==> config.mk <==
export PLATFORM = sky130hd
export DESIGN_NAME = pwm_audio_modulator
export DESIGN_NICKNAME = d
export VERILOG_FILES = /design/src/rtl/pwm_audio_pkg.sv /design/src/rtl/pwm_pending_buf.sv /design/src/rtl/pwm_audio_modulator.sv
export SDC_FILE = /design/constraint.sdc
export NUM_CORES = 1
export LEC_CHECK = 0
export BUFFER_PORTS_ARGS = -buffer_cell sky130_fd_sc_hd__buf_2
export CAP_MARGIN = 20
export CORE_UTILIZATION = 35
export DETAILED_ROUTE_END_ITERATION = 8
export SLEW_MARGIN = 25
export SYNTH_ARGS = -nofsm -noshare
export SYNTH_HDL_FRONTEND = slang
export SYNTH_HIERARCHICAL = 1
export SYNTH_SLANG_ARGS = --single-unit
==> constraint.sdc <==
create_clock -name CLK100MHZ -period 3.2 [get_ports CLK100MHZ]
set_clock_uncertainty 0.15 [all_clocks]
set_input_delay 0.16 -clock CLK100MHZ [delete_from_list [all_inputs] [get_ports CLK100MHZ]]
set_output_delay 0.16 -clock CLK100MHZ [all_outputs]
set_load 0.02 [all_outputs]
==> src/rtl/pwm_audio_pkg.sv <==
`default_nettype none
// ============================================================================
// Module      : pwm_audio_pkg
// Description : Shared constants and helpers for the PWM audio output stage.
//               Provides the default sample width, the frame length,
//               midscale and the underrun counter width.
// Revision    : 1.0 - initial release
// ============================================================================
package pwm_audio_pkg;

    // Frame length in clocks for a given sample width.
    function automatic int unsigned pwm_frame_len(input int unsigned w);
        return 32'd1 << w;
    endfunction

    // Midscale code (silence) for a given sample width.
    function automatic int unsigned pwm_midscale(input int unsigned w);
        return 32'd1 << (w - 32'd1);
    endfunction

    localparam int unsigned PWM_SAMPLE_W  = 11;
    localparam int unsigned PWM_UCNT_W    = 16;
    localparam int unsigned PWM_FRAME_LEN = pwm_frame_len(PWM_SAMPLE_W);
    localparam int unsigned PWM_MIDSCALE  = pwm_midscale(PWM_SAMPLE_W);

endpackage
`default_nettype wire

==> src/rtl/pwm_pending_buf.sv <==
`default_nettype none
// ============================================================================
// Module      : pwm_pending_buf
// Description : One-entry pending sample buffer between the sample generator
//               and the PWM active register. Produces s_ready, accepts
//               samples, and hands the held sample over on the reload edge
//               (or flags an underrun when nothing is held).
// Revision    : 1.0 - initial release
// ============================================================================
module pwm_pending_buf
    import pwm_audio_pkg::*;
#(
    parameter int unsigned SAMPLE_W = PWM_SAMPLE_W
) (
    input  logic                clk_i,
    input  logic                rst_ni,
    input  logic                reload_i,
    input  logic [SAMPLE_W-1:0] s_data_i,
    input  logic                s_valid_i,
    output logic                s_ready_o,
    output logic                load_o,
    output logic [SAMPLE_W-1:0] load_data_o,
    output logic                underrun_o
);

    logic                full_q;
    logic                full_d;
    logic [SAMPLE_W-1:0] data_q;
    logic [SAMPLE_W-1:0] data_d;
    logic                w_xfer;

    // Ready depends only on state and the reload edge, never on s_valid,
    // so the producer can never form a combinational loop through us.
    assign s_ready_o   = !full_q || reload_i;
    assign w_xfer      = s_valid_i && s_ready_o;
    assign load_o      = reload_i && full_q;
    assign underrun_o  = reload_i && !full_q;
    assign load_data_o = data_q;

    // Next-state: a transfer always lands in pending (no bypass to active);
    // a reload without a transfer drains the buffer.
    always_comb begin
        full_d = full_q;
        data_d = data_q;
        if (w_xfer) begin
            full_d = 1'b1;
            data_d = s_data_i;
        end else if (reload_i) begin
            full_d = 1'b0;
        end
    end

    // Pending buffer state; reset discards any held sample.
    always_ff @(posedge clk_i or negedge rst_ni) begin
        if (!rst_ni) begin
            full_q <= 1'b0;
            data_q <= '0;
        end else begin
            full_q <= full_d;
            data_q <= data_d;
        end
    end

endmodule
`default_nettype wire

==> src/rtl/pwm_audio_modulator.sv <==
`default_nettype none
// ============================================================================
// Module      : pwm_audio_modulator
// Description : Audio PWM output stage. Each accepted sample becomes one
//               2**SAMPLE_W-clock PWM frame on pwm_out. Samples arrive over a
//               valid/ready handshake into a one-entry pending buffer and
//               move into the active register at each frame wrap.
// Config      : PWM_UNDERRUN_MUTE_EN - when defined, an underrun loads
//               midscale (silence); otherwise the last sample repeats.
// Revision    : 1.0 - initial release
// ============================================================================
module pwm_audio_modulator
    import pwm_audio_pkg::*;
#(
    parameter int unsigned SAMPLE_W = PWM_SAMPLE_W,
    parameter int unsigned UCNT_W   = PWM_UCNT_W
) (
    input  logic                CLK100MHZ,
    input  logic                CPU_RESETN,
    input  logic [SAMPLE_W-1:0] s_data,
    input  logic                s_valid,
    output logic                s_ready,
    output logic                pwm_out,
    output logic                frame_start,
    output logic                underrun,
    output logic [UCNT_W-1:0]   underrun_cnt
);

    localparam logic [SAMPLE_W-1:0] MIDSCALE = SAMPLE_W'(pwm_midscale(SAMPLE_W));
    localparam logic [SAMPLE_W-1:0] CNT_MAX  = SAMPLE_W'(pwm_frame_len(SAMPLE_W) - 32'd1);

    // started_q is low only for the first clock after reset release: that
    // clock holds cnt at 0 and raises frame_start so the first frame begins
    // with a visible frame_start and the first reload is a full frame later.
    logic                started_q;
    logic                started_d;
    logic [SAMPLE_W-1:0] cnt_q;
    logic [SAMPLE_W-1:0] cnt_d;
    logic [SAMPLE_W-1:0] active_q;
    logic [SAMPLE_W-1:0] active_d;
    logic                pwm_q;
    logic                pwm_d;
    logic                fs_q;
    logic                fs_d;
    logic                und_q;
    logic                und_d;
    logic [UCNT_W-1:0]   ucnt_q;
    logic [UCNT_W-1:0]   ucnt_d;

    logic                w_reload;
    logic                w_load;
    logic                w_underrun;
    logic [SAMPLE_W-1:0] w_load_data;

    // The wrap edge (cnt at its maximum) is the only reload edge.
    assign w_reload = (cnt_q == CNT_MAX);

    pwm_pending_buf #(
        .SAMPLE_W (SAMPLE_W)
    ) u_pending (
        .clk_i       (CLK100MHZ),
        .rst_ni      (CPU_RESETN),
        .reload_i    (w_reload),
        .s_data_i    (s_data),
        .s_valid_i   (s_valid),
        .s_ready_o   (s_ready),
        .load_o      (w_load),
        .load_data_o (w_load_data),
        .underrun_o  (w_underrun)
    );

    // Next-state for the frame counter, active sample, compare and status.
    always_comb begin
        started_d = 1'b1;
        cnt_d     = started_q ? (cnt_q + 1'b1) : cnt_q;
        fs_d      = !started_q || w_reload;
        und_d     = w_underrun;

        ucnt_d = ucnt_q;
        if (w_underrun && (ucnt_q != {UCNT_W{1'b1}})) begin
            ucnt_d = ucnt_q + 1'b1;
        end

        active_d = active_q;
        if (w_load) begin
            active_d = w_load_data;
        end
`ifdef PWM_UNDERRUN_MUTE_EN
        if (w_underrun) begin
            active_d = MIDSCALE;
        end
`endif

        // Registered compare: pwm for counter value N appears one clock
        // later, so a new sample shows up the cycle after frame_start and
        // stays high for exactly active clocks.
        pwm_d = started_q && (cnt_q < active_q);
    end

    // Datapath and status registers; everything clears asynchronously.
    always_ff @(posedge CLK100MHZ or negedge CPU_RESETN) begin
        if (!CPU_RESETN) begin
            started_q <= 1'b0;
            cnt_q     <= '0;
            active_q  <= MIDSCALE;
            pwm_q     <= 1'b0;
            fs_q      <= 1'b0;
            und_q     <= 1'b0;
            ucnt_q    <= '0;
        end else begin
            started_q <= started_d;
            cnt_q     <= cnt_d;
            active_q  <= active_d;
            pwm_q     <= pwm_d;
            fs_q      <= fs_d;
            und_q     <= und_d;
            ucnt_q    <= ucnt_d;
        end
    end

    assign pwm_out      = pwm_q;
    assign frame_start  = fs_q;
    assign underrun     = und_q;
    assign underrun_cnt = ucnt_q;

endmodule
`default_nettype wire

## Yosys cells after proc, flatten, opt, wreduce, memory -nomap -nowiden

Index checks and enable logic that the tools add are counted.

- Output and inout port bits: 20
- Logic and storage cells: 26
- Bits in registers: 54
- Bits of input ports: 14

- Multiplexer cells: 2
- $lt $le $gt $ge: 1
- Reductions and logical operators: 10
- Add/sub/neg operators: 2
- Equal/unequal tests: 2

Operators by type and width:

| cell | count |
|---|---|
| 16-bit by 1-bit adder with 16-bit output (second input constant) | 1 |
| 16-bit inequality test (second input constant) | 1 |
| 11-bit by 1-bit adder with 11-bit output (second input constant) | 1 |
| 11-bit equality test (second input constant) | 1 |
| 11-bit less-than comparator | 1 |
| 1-bit logical AND | 5 |
| 1-bit zero test | 2 |
| 1-bit logical OR | 2 |
| 1-bit 2-to-1 mux | 2 |
| 2-bit nonzero test | 1 |

## Longest topological paths before layout

Gate-level depths: netlist (run 1).

- Depth after elaboration: 4
- Gate-level depth with buffers: 9

## Hierarchy

The synthesis (run 1) kept the hierarchy.

Modules (own cells, without submodules):

| module | times used | area an instance (sq um) | cells each |
|---|---|---|---|
| pwm_audio_modulator | 1 | 2047.0 | 192 |
| pwm_pending_buf | 1 | 513.0 | 29 |

## Least setup slack after synthesis (run 1)

Ideal clock, no wire load.

- Path kind: reg-to-reg
- Start: reg cnt_q[0]
- End: reg ucnt_q[14], in the netlist underrun_cnt[14]
- Path slack: 910 ps
- Arrival time: 2015 ps
- Clock period less this slack: 2290 ps
- Setup time: 125 ps
- Buffers on the path: 1
- Data required time: 2925 ps
- Stages on the path, launching flop included: 10
- Path through: dfrtp_1 -> ha_1 -> nand3_1 -> nor3_1 -> nor2b_1 -> and2_1 -> and4_1 -> buf_4 -> nand4_1 -> mux2_4

- Longest elaborated chain between the ends: 3

RTL lines:

| what | line | RTL |
|---|---|---|
| start, declared | pwm_audio_modulator.sv:37 | `logic [SAMPLE_W-1:0] cnt_q;` |
| start signal, assigned | pwm_audio_modulator.sv:112 | `cnt_q <= cnt_d;` |
| 11-bit equality test | pwm_audio_modulator.sv:56 | `assign w_reload = (cnt_q == CNT_MAX);` |
| named net w_reload | pwm_audio_modulator.sv:50 | `logic w_reload;` |
| 1-bit logical AND | pwm_pending_buf.sv:37 | `assign underrun_o = reload_i && !full_q;` |
| named net und_d | pwm_audio_modulator.sv:46 | `logic und_d;` |
| 1-bit logical AND | pwm_audio_modulator.sv:80 | `if (w_underrun && (ucnt_q != {UCNT_W{1'b1}})) begin` |
| end signal, assigned | pwm_audio_modulator.sv:117 | `ucnt_q <= ucnt_d;` |
| end, declared | pwm_audio_modulator.sv:47 | `logic [UCNT_W-1:0] ucnt_q;` |

The timed path passes the listed nets, and every way through them passes these cells.
A chain may end at the register's enable or synchronous reset.

## Worst setup path after layout (run 1)

Ends and elaborated chain as after synthesis.

==> run_results.csv, run 1 <==
group,metric,value,unit
outcome,status,"finished clean",
synthesis,ys_types,44,
placement,gp_congestion,0.799,
clocking,cts_hold_buf,13,
sta,setup-tns-final,0,ns
synthesis,synthesis.area,2560,um^2
synthesis,ys_ff_latch,54,
synthesis,synth_ff_type,"dfrtp_1",
sta,slew_headroom,53.1,%
placement,place_ws,0.604,ns
clocking,clock_path_buffers,2,
worst_setup_path,crit_path_end_kind,"register",
clocking,cts.sinks,54,
floorplan,die_height,87.5,um
layout,area_growth_syn_to_layout,19.1,%
synthesis,synth_top_area_share,51.8,%
route,drtAntennaViolNets,0,
power,power_density,458,nW/um^2
placement,dp_hpwl,3420,um
clocking,clock_latency,0.30,ns
sta,setup-violations-final,0,
clocking,htree_levels,2,
sta,worst_slew_pin_slew,0.704,ns
synthesis,synth-edff-count,0,
floorplan,fp.coreArea,6940,um^2
power,ir_worst_vdd,0.165,mV
synthesis,yosysTopAreaCell,"dfrtp_1",
sta,fin_crit,2.61,ns
worst_setup_path,path_cells,"ha_1 > nand3_1 > nor3_1 > nor2b_1 > and2_1 > and4_1 > nand4_1 > mux2_4",
floorplan,row_count,30,
layout,regArea,1350,um^2
clocking,post-cts-setup-buffers,0,
layout,layout_commonest_cell,"dfrtp_1",
worst_setup_path,setup.worst_path.start_class,"register",
layout,diodes,0,
sta,slew_viol_final,0,
layout,nets,297,
floorplan,die_w,87.5,um
worst_setup_path,cp_data_arrival_time,2.66,ns
worst_setup_path,slowest_stage,"dfrtp_1",
clocking,cts_made_buffers,5,
clocking,post_cts.resized_instances,0,
synthesis,syn_inst,221,
worst_setup_path,critPathMaxFanout,6,
route,drc,0,
flow_run,maxCapViolCount,0,
global_route,first_global_vias,1780,
sta,hold_viol,0,
sta,finalCritPeriodShare,81.6,%
route,drt_iter0_drc,65,
worst_setup_path,slowest_delay,0.40,ns
worst_hold_path,min_path_type,"primary input to async pin",
route,viasPerCell,4.77,
route,wl_per_cell,13.1,um
layout,most-common-layout-cells,"dfrtp_1, buf_2, nand2_1, nand4_1, dlygate4sd3_1",
route,vias,1756,
layout,fillers,666,
synthesis,async_flop_share,100,%
floorplan,dieArea,7660,um^2
synthesis,yosys_warnings,6,
layout,drive_above_1_share,22.4,%
sta,fmax,383,MHz
global_route,gr-total-overflow,0,
sta,rsz0062_at_grt,"no",
clocking,cts_tree,"done",
worst_setup_path,cpLargestDelayFamily,"simple AND/OR/NAND/NOR gates",
global_route,grt_antenna_before_repair,0,
global_route,grt_pass1_wl,8040,um
synthesis,synth_area_leaders,"dfrtp_1, mux2_4, ha_1",
global_route,grt_max_degree,32,
global_route,grt_usage,13.7,%
synthesis,seq_area_frac_synth,52.8,%
route,dr.pass1.iters,4,
synthesis,synth_nets,247,
clocking,cts-root-buf,"clkbuf_8",
sta,timing.final.ws_setup,0.588,ns
worst_setup_path,critPathRequiredTime,3.25,ns
worst_setup_path,cp_num_buf_inv,0,
worst_setup_path,crit_type,"register to register",
route,wirelength,4800,um
layout,multi_input_area,1140,um^2
floorplan,ioPinCount,34,
power,leakage,1.49,nW
synthesis,syn_avg_cell_area,11.6,um^2
placement,place.port_buffers,33,
floorplan,initial_core_util,36.9,%
clocking,clk_pin_slew,0.09,ns
==> final timing paths <==
kind                                          start                to  slack, ns  depth (start not counted)
max                                        cnt_q[0]  underrun_cnt[14]       0.59                          8
min                                      CPU_RESETN       active_q[1]       0.28                          2
max reg2reg                                cnt_q[0]  underrun_cnt[14]       0.59                          8
min reg2reg                u_pending/load_data_o[4]       active_q[4]       0.35                          2
max in group asynchronous                CPU_RESETN      active_q[10]       1.80                          3
min in group CLK100MHZ     u_pending/load_data_o[4]       active_q[4]       0.35                          2
==> metrics by stage <==
| stage | power [mW] | std cells | util, % | area, um^2 | hold slack (ns) |
|---|---|---|---|---|---|
| finish | 1.40 | 368 | 43.9 | 3050 | 0.280 |
| global route | 1.48 | 368 | 43.9 | 3050 | 0.347 |
| CTS | 1.42 | 368 | 43.9 | 3050 | 0.300 |
| detailed placement | 1.02 | 347 | 40.7 | 2830 | 0.101 |
| global placement | 1.01 | 347 | 40.7 | 2830 | 0.0977 |
| floorplan | 0.936 | 221 | - | 2560 | -0.286 |
==> final cells by class <==
type / count / share of cell area [%]
Inverter: 12 / 1.48
Multi-Input combinational cell: 151 / 37.3
Clock inverter: 1 / 0.164
Timing Repair Buffer: 47 / 9.93
Clock buffer: 7 / 2.83
Sequential cell: 54 / 44.4
Tap cell: 96 / 3.94
==> power by group <==
group          switching, mW  internal [mW]  leakage, nW  total (mW)
logic                  0.107          0.117        0.715       0.224
clock network          0.211          0.175       0.0482       0.386
registers             0.0564          0.730        0.729       0.786
==> layer usage <==
| metal | vias to the layer above | share of wire (%) | routed length [um] | track usage, % |
|---|---|---|---|---|
| li1 | 866 | - | - | - |
| met1 | 847 | 50 | 2420 | 17.7 |
| met2 | 36 | 45 | 2160 | 21.9 |
| met3 | 7 | 3.0 | 145 | 4.08 |
| met4 | 0 | 1.7 | 80 | 5.07 |
| met5 | - | 0 | 0 | 0 |
==> sequential cells by signal, summed over array words and instances (netlist names) <==
signal,flops
underrun_cnt,16
started_q,1
active_q,11
underrun,1
cnt_q,11
u_pending/full_q,1
frame_start,1
pwm_out,1
u_pending/load_data_o,11
==> kinds of logic after synthesis <==
kind of cell	after synthesis	share of synthesized area [%]
AO/OA/AOI/OAI	27	6.50
flip-flops	54	52.8
other	1	0.146
XOR/XNOR	18	6.16
multiplexers	15	8.21
buffers and inverters	16	2.79
adder cells (fa/ha/maj)	12	5.86
AND/OR/NAND/NOR	78	17.5
==> cell usage after synthesis, types with 2 or more instances <==
master and count:
nor3_1 3, mux2_2 3, o211ai_1 2, or3_1 2
xor2_1 7, and4_1 2, nand2b_1 4, o21ai_0 12
xnor2_1 11, nand4_1 14, nor2_1 12, nand3_1 6
and2_1 3, nand2_1 18, inv_1 12, a21oi_1 4
or2_1 2, clkbuf_1 2, ha_1 12, mux2_4 11
dfrtp_1 53, and3_1 4
Note: power is estimated with default switching activity, not from simulation.
==> run 2, diff against run 1 <==
ABC_AREA = 1   (was not set)
clock period = 2.3 ns   (was 3.2 ns; I/O delays follow)
==> run_results.csv, run 2 <==
group,metric,value,unit
synthesis,syn_avg_cell_area,8.27,um^2
layout,drive_above_1_share,19.8,%
placement,placed_cell_area,3100,um^2
synthesis,seq_area_frac_synth,48.0,%
synthesis,synth-edff-count,0,
placement,gp_congestion,0.797,
sta,setup-tns-final,0,ns
clocking,clk_pin_slew,0.10,ns
worst_setup_path,critPathRequiredTime,2.04,ns
clocking,cts_made_buffers,5,
clocking,cts-root-buf,"clkbuf_8",
floorplan,ioPinCount,34,
synthesis,ys_ff_latch,54,
route,drc,0,
synthesis,synth_ff_type,"dfrtp_1",
layout,largest_reg_flops,16,
global_route,gr-total-overflow,0,
synthesis,yosysMostFrequentCell,"nand2_1",
synthesis,ys_types,31,
power,power_density,591,nW/um^2
floorplan,fp.coreArea,7770,um^2
floorplan,row_count,32,
synthesis,yosys_warnings,6,
clocking,clock_path_buffers,2,
layout,diodes,0,
sta,rsz0062_at_grt,"no",
layout,post-route-util,43.5,%
global_route,grt_pass1_wl,10300,um
sta,timing.final.ws_setup,0.218,ns
worst_setup_path,path_cells,"nand2_1 > nor4_4 > inv_1 > nand2_2 > buf_2",
synthesis,synth_nets,367,
clocking,htree_levels,2,
route,viasPerCell,4.53,
global_route,grt_antenna_before_repair,0,
worst_hold_path,min_path_type,"primary input to register",
sta,fmax,480,MHz
worst_setup_path,slowest_delay,0.44,ns
layout,final_area,3380,um^2
clocking,cts_tree,"done",
clocking,cts.sinks,54,
route,vias,2264,
sta,hold_viol,0,
global_route,first_global_vias,2173,
worst_setup_path,critPathMaxFanout,14,
worst_setup_path,cp_data_arrival_time,1.82,ns
synthesis,synthesis.area,2820,um^2
power,total_power,2.00,mW
layout,nets,423,
worst_setup_path,crit_type,"register to primary output",
synthesis,yosysTopAreaCell,"dfrtp_1",
floorplan,die_height,91.8,um
layout,most-common-layout-cells,"nand2_1, dfrtp_1, inv_1, buf_2, nand3_1",
outcome,status,"finished clean",
floorplan,dieArea,8420,um^2
layout,layout_commonest_cell,"nand2_1",
clocking,clock_latency,0.32,ns
route,dr.pass1.iters,4,
floorplan,die_w,91.8,um
synthesis,synth_area_leaders,"dfrtp_1, nand2_1, ha_1",
sta,slew_viol_final,0,
synthesis,async_flop_share,100,%
sta,finalCritPeriodShare,90.5,%
worst_setup_path,setup.worst_path.start_class,"register",
power,ir_worst_vdd,0.260,mV
route,drt_iter0_drc,83,
synthesis,synth_top_area_share,47.0,%
synthesis,syn_inst,341,
worst_setup_path,slowest_stage,"dfrtp_1",
route,wl_per_cell,12.0,um
placement,place_ws,0.0800,ns
sta,fin_crit,2.08,ns
global_route,grt_usage,15.4,%
power,leakage,1.71,nW
synthesis,synthTopCellsByCount,"nand2_1, dfrtp_1, inv_1, nand3_1, nor2_1",
layout,area_growth_syn_to_layout,19.7,%
global_route,grt_max_degree,35,
placement,dp_hpwl,4250,um
worst_setup_path,crit_path_end_kind,"primary output",
placement,place.port_buffers,33,
layout,fillers,792,
route,wirelength,5980,um
flow_run,maxCapViolCount,0,
route,drtAntennaViolNets,0,
floorplan,initial_core_util,36.3,%
sta,setup-violations-final,0,
==> run 2: path summary, 6_finish.rpt <==
kind / start / end / slack (ns) / depth (start not counted)
worst max register to register: cnt_q[6] / underrun_cnt[8] / 0.24 / 10
max in group asynchronous: CPU_RESETN / underrun_cnt[11] / 1.41 / 3
min in group asynchronous: CPU_RESETN / u_pending/load_data_o[7] / 0.20 / 3
worst min register to register: u_pending/load_data_o[10] / u_pending/load_data_o[10] / 0.33 / 2
worst max-delay path: cnt_q[6] / s_ready / 0.22 / 5
worst min-delay path: s_valid / u_pending/load_data_o[5] / 0.02 / 3
==> run 2: kinds of logic after synthesis <==
logic type                 synth area share (%)
adders and majority gates                  5.32
AOI/OAI and AO/OA                          5.77
DFF                                        48.0
and+or+nand+nor                            30.5
buffers and inverters                      7.23
xor gates and xnor gates                   3.11
other                                     0.133
==> run 2: final cells by class <==
cell class	count	area [um^2]	share of cell area (%)
inverters	40	150	4.45
clock buffers	7	76.3	2.26
clock inverters	1	7.51	0.222
repair buffers	56	368	10.9
flip-flops and latches	54	1350	40.1
multi-input cells	240	1290	38.3
well taps	102	128	3.78
==> run 2: routing by layer <==
metal  vias to the layer above  routed length (um)  GRT usage (%)
li1                       1190                   -              -
met1                      1036                2960           21.1
met2                        30                2780           24.6
met3                         8                 151           2.74
met4                         0                  90           5.60
met5                         -                   0              0
==> run 2: power by group <==
group / leakage (nW) / switching, mW / internal, mW / total (mW)
Sequential: 0.730 / 0.0745 / 1.01 / 1.09
Combinational: 0.945 / 0.193 / 0.190 / 0.383
Clock: 0.0385 / 0.311 / 0.216 / 0.527
Total: 1.71 / 0.578 / 1.42 / 2.00
==> run 2: per-stage QoR <==
stage | std cells | hold slack, ns
final | 500 | 0.0247
after global routing | 500 | 0.0545
after CTS | 495 | 0.0137
after detailed placement | 475 | -0.0422
after global placement | 475 | -0.0460
after floorplan | 341 | -0.331
==> run 2: timing repair <==
item	4_1_cts	5_1_grt
endpoints found under the setup margin	0	26
buffers inserted	0	5
hold buffers	12	0
endpoints found under the hold margin	65	0
resized for setup	0	5
==> run 2: critical path: cells and delay by family (launching register included) <==
kind	cells	cell delay (ns)
buffers and inverters	2	0.32
AND/OR/NAND/NOR	3	0.74
flip-flops	1	0.44
==> run 3, diff against run 2 <==
ABC_AREA = 0   (was 1)
==> run_results.csv, run 3 (synthesized netlist as in run 1, its figures left out) <==
group,metric,value,unit
outcome,status,"finished clean",
power,p_int,1.47,mW
worst_setup_path,slowest_delay,0.36,ns
sta,fin_crit,2.11,ns
worst_setup_path,crit_path_end_kind,"register",
clocking,cts.sinks,54,
layout,fillers,661,
power,ir_worst_vdd,0.333,mV
power,power_density,639,nW/um^2
worst_setup_path,critPathMaxFanout,6,
placement,gp_congestion,0.816,
power,switchingPower,542,uW
worst_setup_path,crit_type,"register to register",
global_route,grt_use_met1,19.6,%
worst_setup_path,cpLargestDelayFamily,"simple AND/OR/NAND/NOR gates",
worst_setup_path,slowest_stage,"dfrtp_1",
layout,layout_commonest_cell,"dfrtp_1",
sta,fmax,474,MHz
worst_hold_path,min_path_type,"primary input to async pin",
worst_setup_path,setup.worst_path.start_class,"register",
placement,dp.cells,359,
layout,nets,309,
global_route,first_global_vias,1805,
sta,slew_viol_final,0,
worst_setup_path,r2r-end,"underrun_cnt[14]",
clocking,clk_pin_slew,0.09,ns
worst_setup_path,reg2regPathDepth,8,
power,power_frac_seq,52.7,%
global_route,grt_antenna_before_repair,0,
floorplan,dieArea,7660,um^2
layout,largest_reg_flops,16,
clocking,cts_made_buffers,5,
global_route,grt_pass1_wl,8370,um
power,total_power,2.01,mW
floorplan,row_count,30,
route,viasPerCell,4.75,
floorplan,fp.coreArea,6940,um^2
floorplan,initial_core_util,36.9,%
global_route,grt_max_degree,55,
power,leakage,1.55,nW
route,drt_iter0_drc,79,
clocking,post-cts-setup-buffers,0,
layout,drive_above_1_share,26.4,%
sta,slew_headroom,54.6,%
route,vias,1805,
power,swShare,26.9,%
sta,setup-violations-final,0,
route,drc,0,
global_route,grt_use_met2,22.4,%
flow_run,maxCapViolCount,0,
global_route,gr-total-overflow,0,
layout,diodes,0,
route,drtAntennaViolNets,0,
worst_setup_path,cp_num_buf_inv,0,
worst_setup_path,cp_data_arrival_time,2.16,ns
clocking,clock_path_buffers,2,
worst_setup_path,critPathRequiredTime,2.35,ns
layout,post-route-util,45.4,%
placement,dp_hpwl,3410,um
floorplan,die_height,87.5,um
sta,worst_slew_pin_slew,0.680,ns
sta,hold_viol,0,
layout,stdcell_count,380,
clocking,cts_tree,"done",
clocking,htree_levels,2,
floorplan,die_w,87.5,um
layout,most-common-layout-cells,"dfrtp_1, buf_2, nand2_1, nand4_1",
worst_setup_path,path_cells,"ha_1 > nand3_1 > nor3_2 > nor2b_4 > and2_1 > and4_1 > nand4_1 > mux2_4",
placement,place.port_buffers,33,
layout,area_growth_syn_to_layout,23.2,%
clocking,cts-root-buf,"clkbuf_8",
global_route,busiest_layer,"met2",
clocking,clock_latency,0.31,ns
worst_setup_path,timing.rr.start,"cnt_q[0]",
route,dr.pass1.iters,4,
power,combPwrFrac,20.0,%
sta,finalCritPeriodShare,91.8,%
power,p_clk_share,27.3,%
worst_setup_path,worst-r2r-setup-slack,0.19,ns
global_route,grt_usage,14.4,%
floorplan,ioPinCount,34,
route,wl_per_cell,12.8,um
route,wirelength,4860,um
global_route,use_met3,3.51,%
-- run 3: cell types whose count changed in the layout (fill, tap and decap cells not counted), sizes merged, moves of 4 or more --
cell,delta
xnor2,+7
mux2,+15
nand2,-100
inv,-28
nor2,-18
and3,+4
nand2b,+5
o21ai,-7
nand3,-17
nand4,+4
-- run 3: timing repair --
item	in CTS	in global routing
hold buffers	13	0
endpoints found under the hold margin	65	0
resized for setup	1	3
setup endpoints to repair	2	8
pin swaps	0	0
-- run 3: worst max path at each step --
stage / from / slack, ns / to / depth (start not counted)
6_report: cnt_q[0] / 0.19 / underrun_cnt[14] / 8
5_1_grt: cnt_q[0] / -0.006 / underrun_cnt[14] / 8
4_1_cts: cnt_q[0] / 0.08 / underrun_cnt[9] / 8
3_5_place_dp: cnt_q[0] / 0.01 / underrun_cnt[14] / 8
3_3_place_gp: cnt_q[0] / 0.09 / underrun_cnt[14] / 8
2_1_floorplan: cnt_q[0] / 0.01 / underrun_cnt[14] / 9
-- run 3: tightest hold or removal path, delay by kind of cell --
family / cells / cell delay, ns
buffers and inverters: 3 / 1.14
-- run 3: power groups by stage --
stage                     clock network (mW)  logic (mW)  registers, mW
after CTS                              0.564       0.413           1.06
final                                  0.549       0.404           1.06
after floorplan                            0       0.197           1.11
after detailed placement                   0       0.395           1.08
after global placement                     0       0.386           1.08
after global routing                   0.602       0.461           1.07
-- run 3: layout make-up --
cell class	instances	area, um^2	area share, %
Multi-Input combinational cell	151	1150	36.6
Sequential cell	54	1350	42.9
Clock buffer	8	90.1	2.86
Tap cell	96	120	3.81
Inverter	12	45.0	1.43
Timing Repair Buffer	59	393	12.5
-- run 3: through the flow --
step	hold slack [ns]	setup TNS (ns)	instance area [um^2]	setup WS [ns]
2_1_floorplan	-0.331	0	2560	0.0101
4_1_cts	0.351	0	3140	0.0766
6_report	0.297	0	3150	0.189
3_3_place_gp	0.150	0	2920	0.0908
3_5_place_dp	0.154	0	2920	0.0120
5_1_grt	0.382	-0.00589	3150	-0.00589
-- run 3: routing by layer --
layer / routed length [um] / vias up / part of all wire, %
li1: - / 896 / -
met1: 2470 / 874 / 51
met2: 2150 / 28 / 44
met3: 153 / 7 / 3.1
met4: 78 / 0 / 1.6
met5: 0 / - / 0
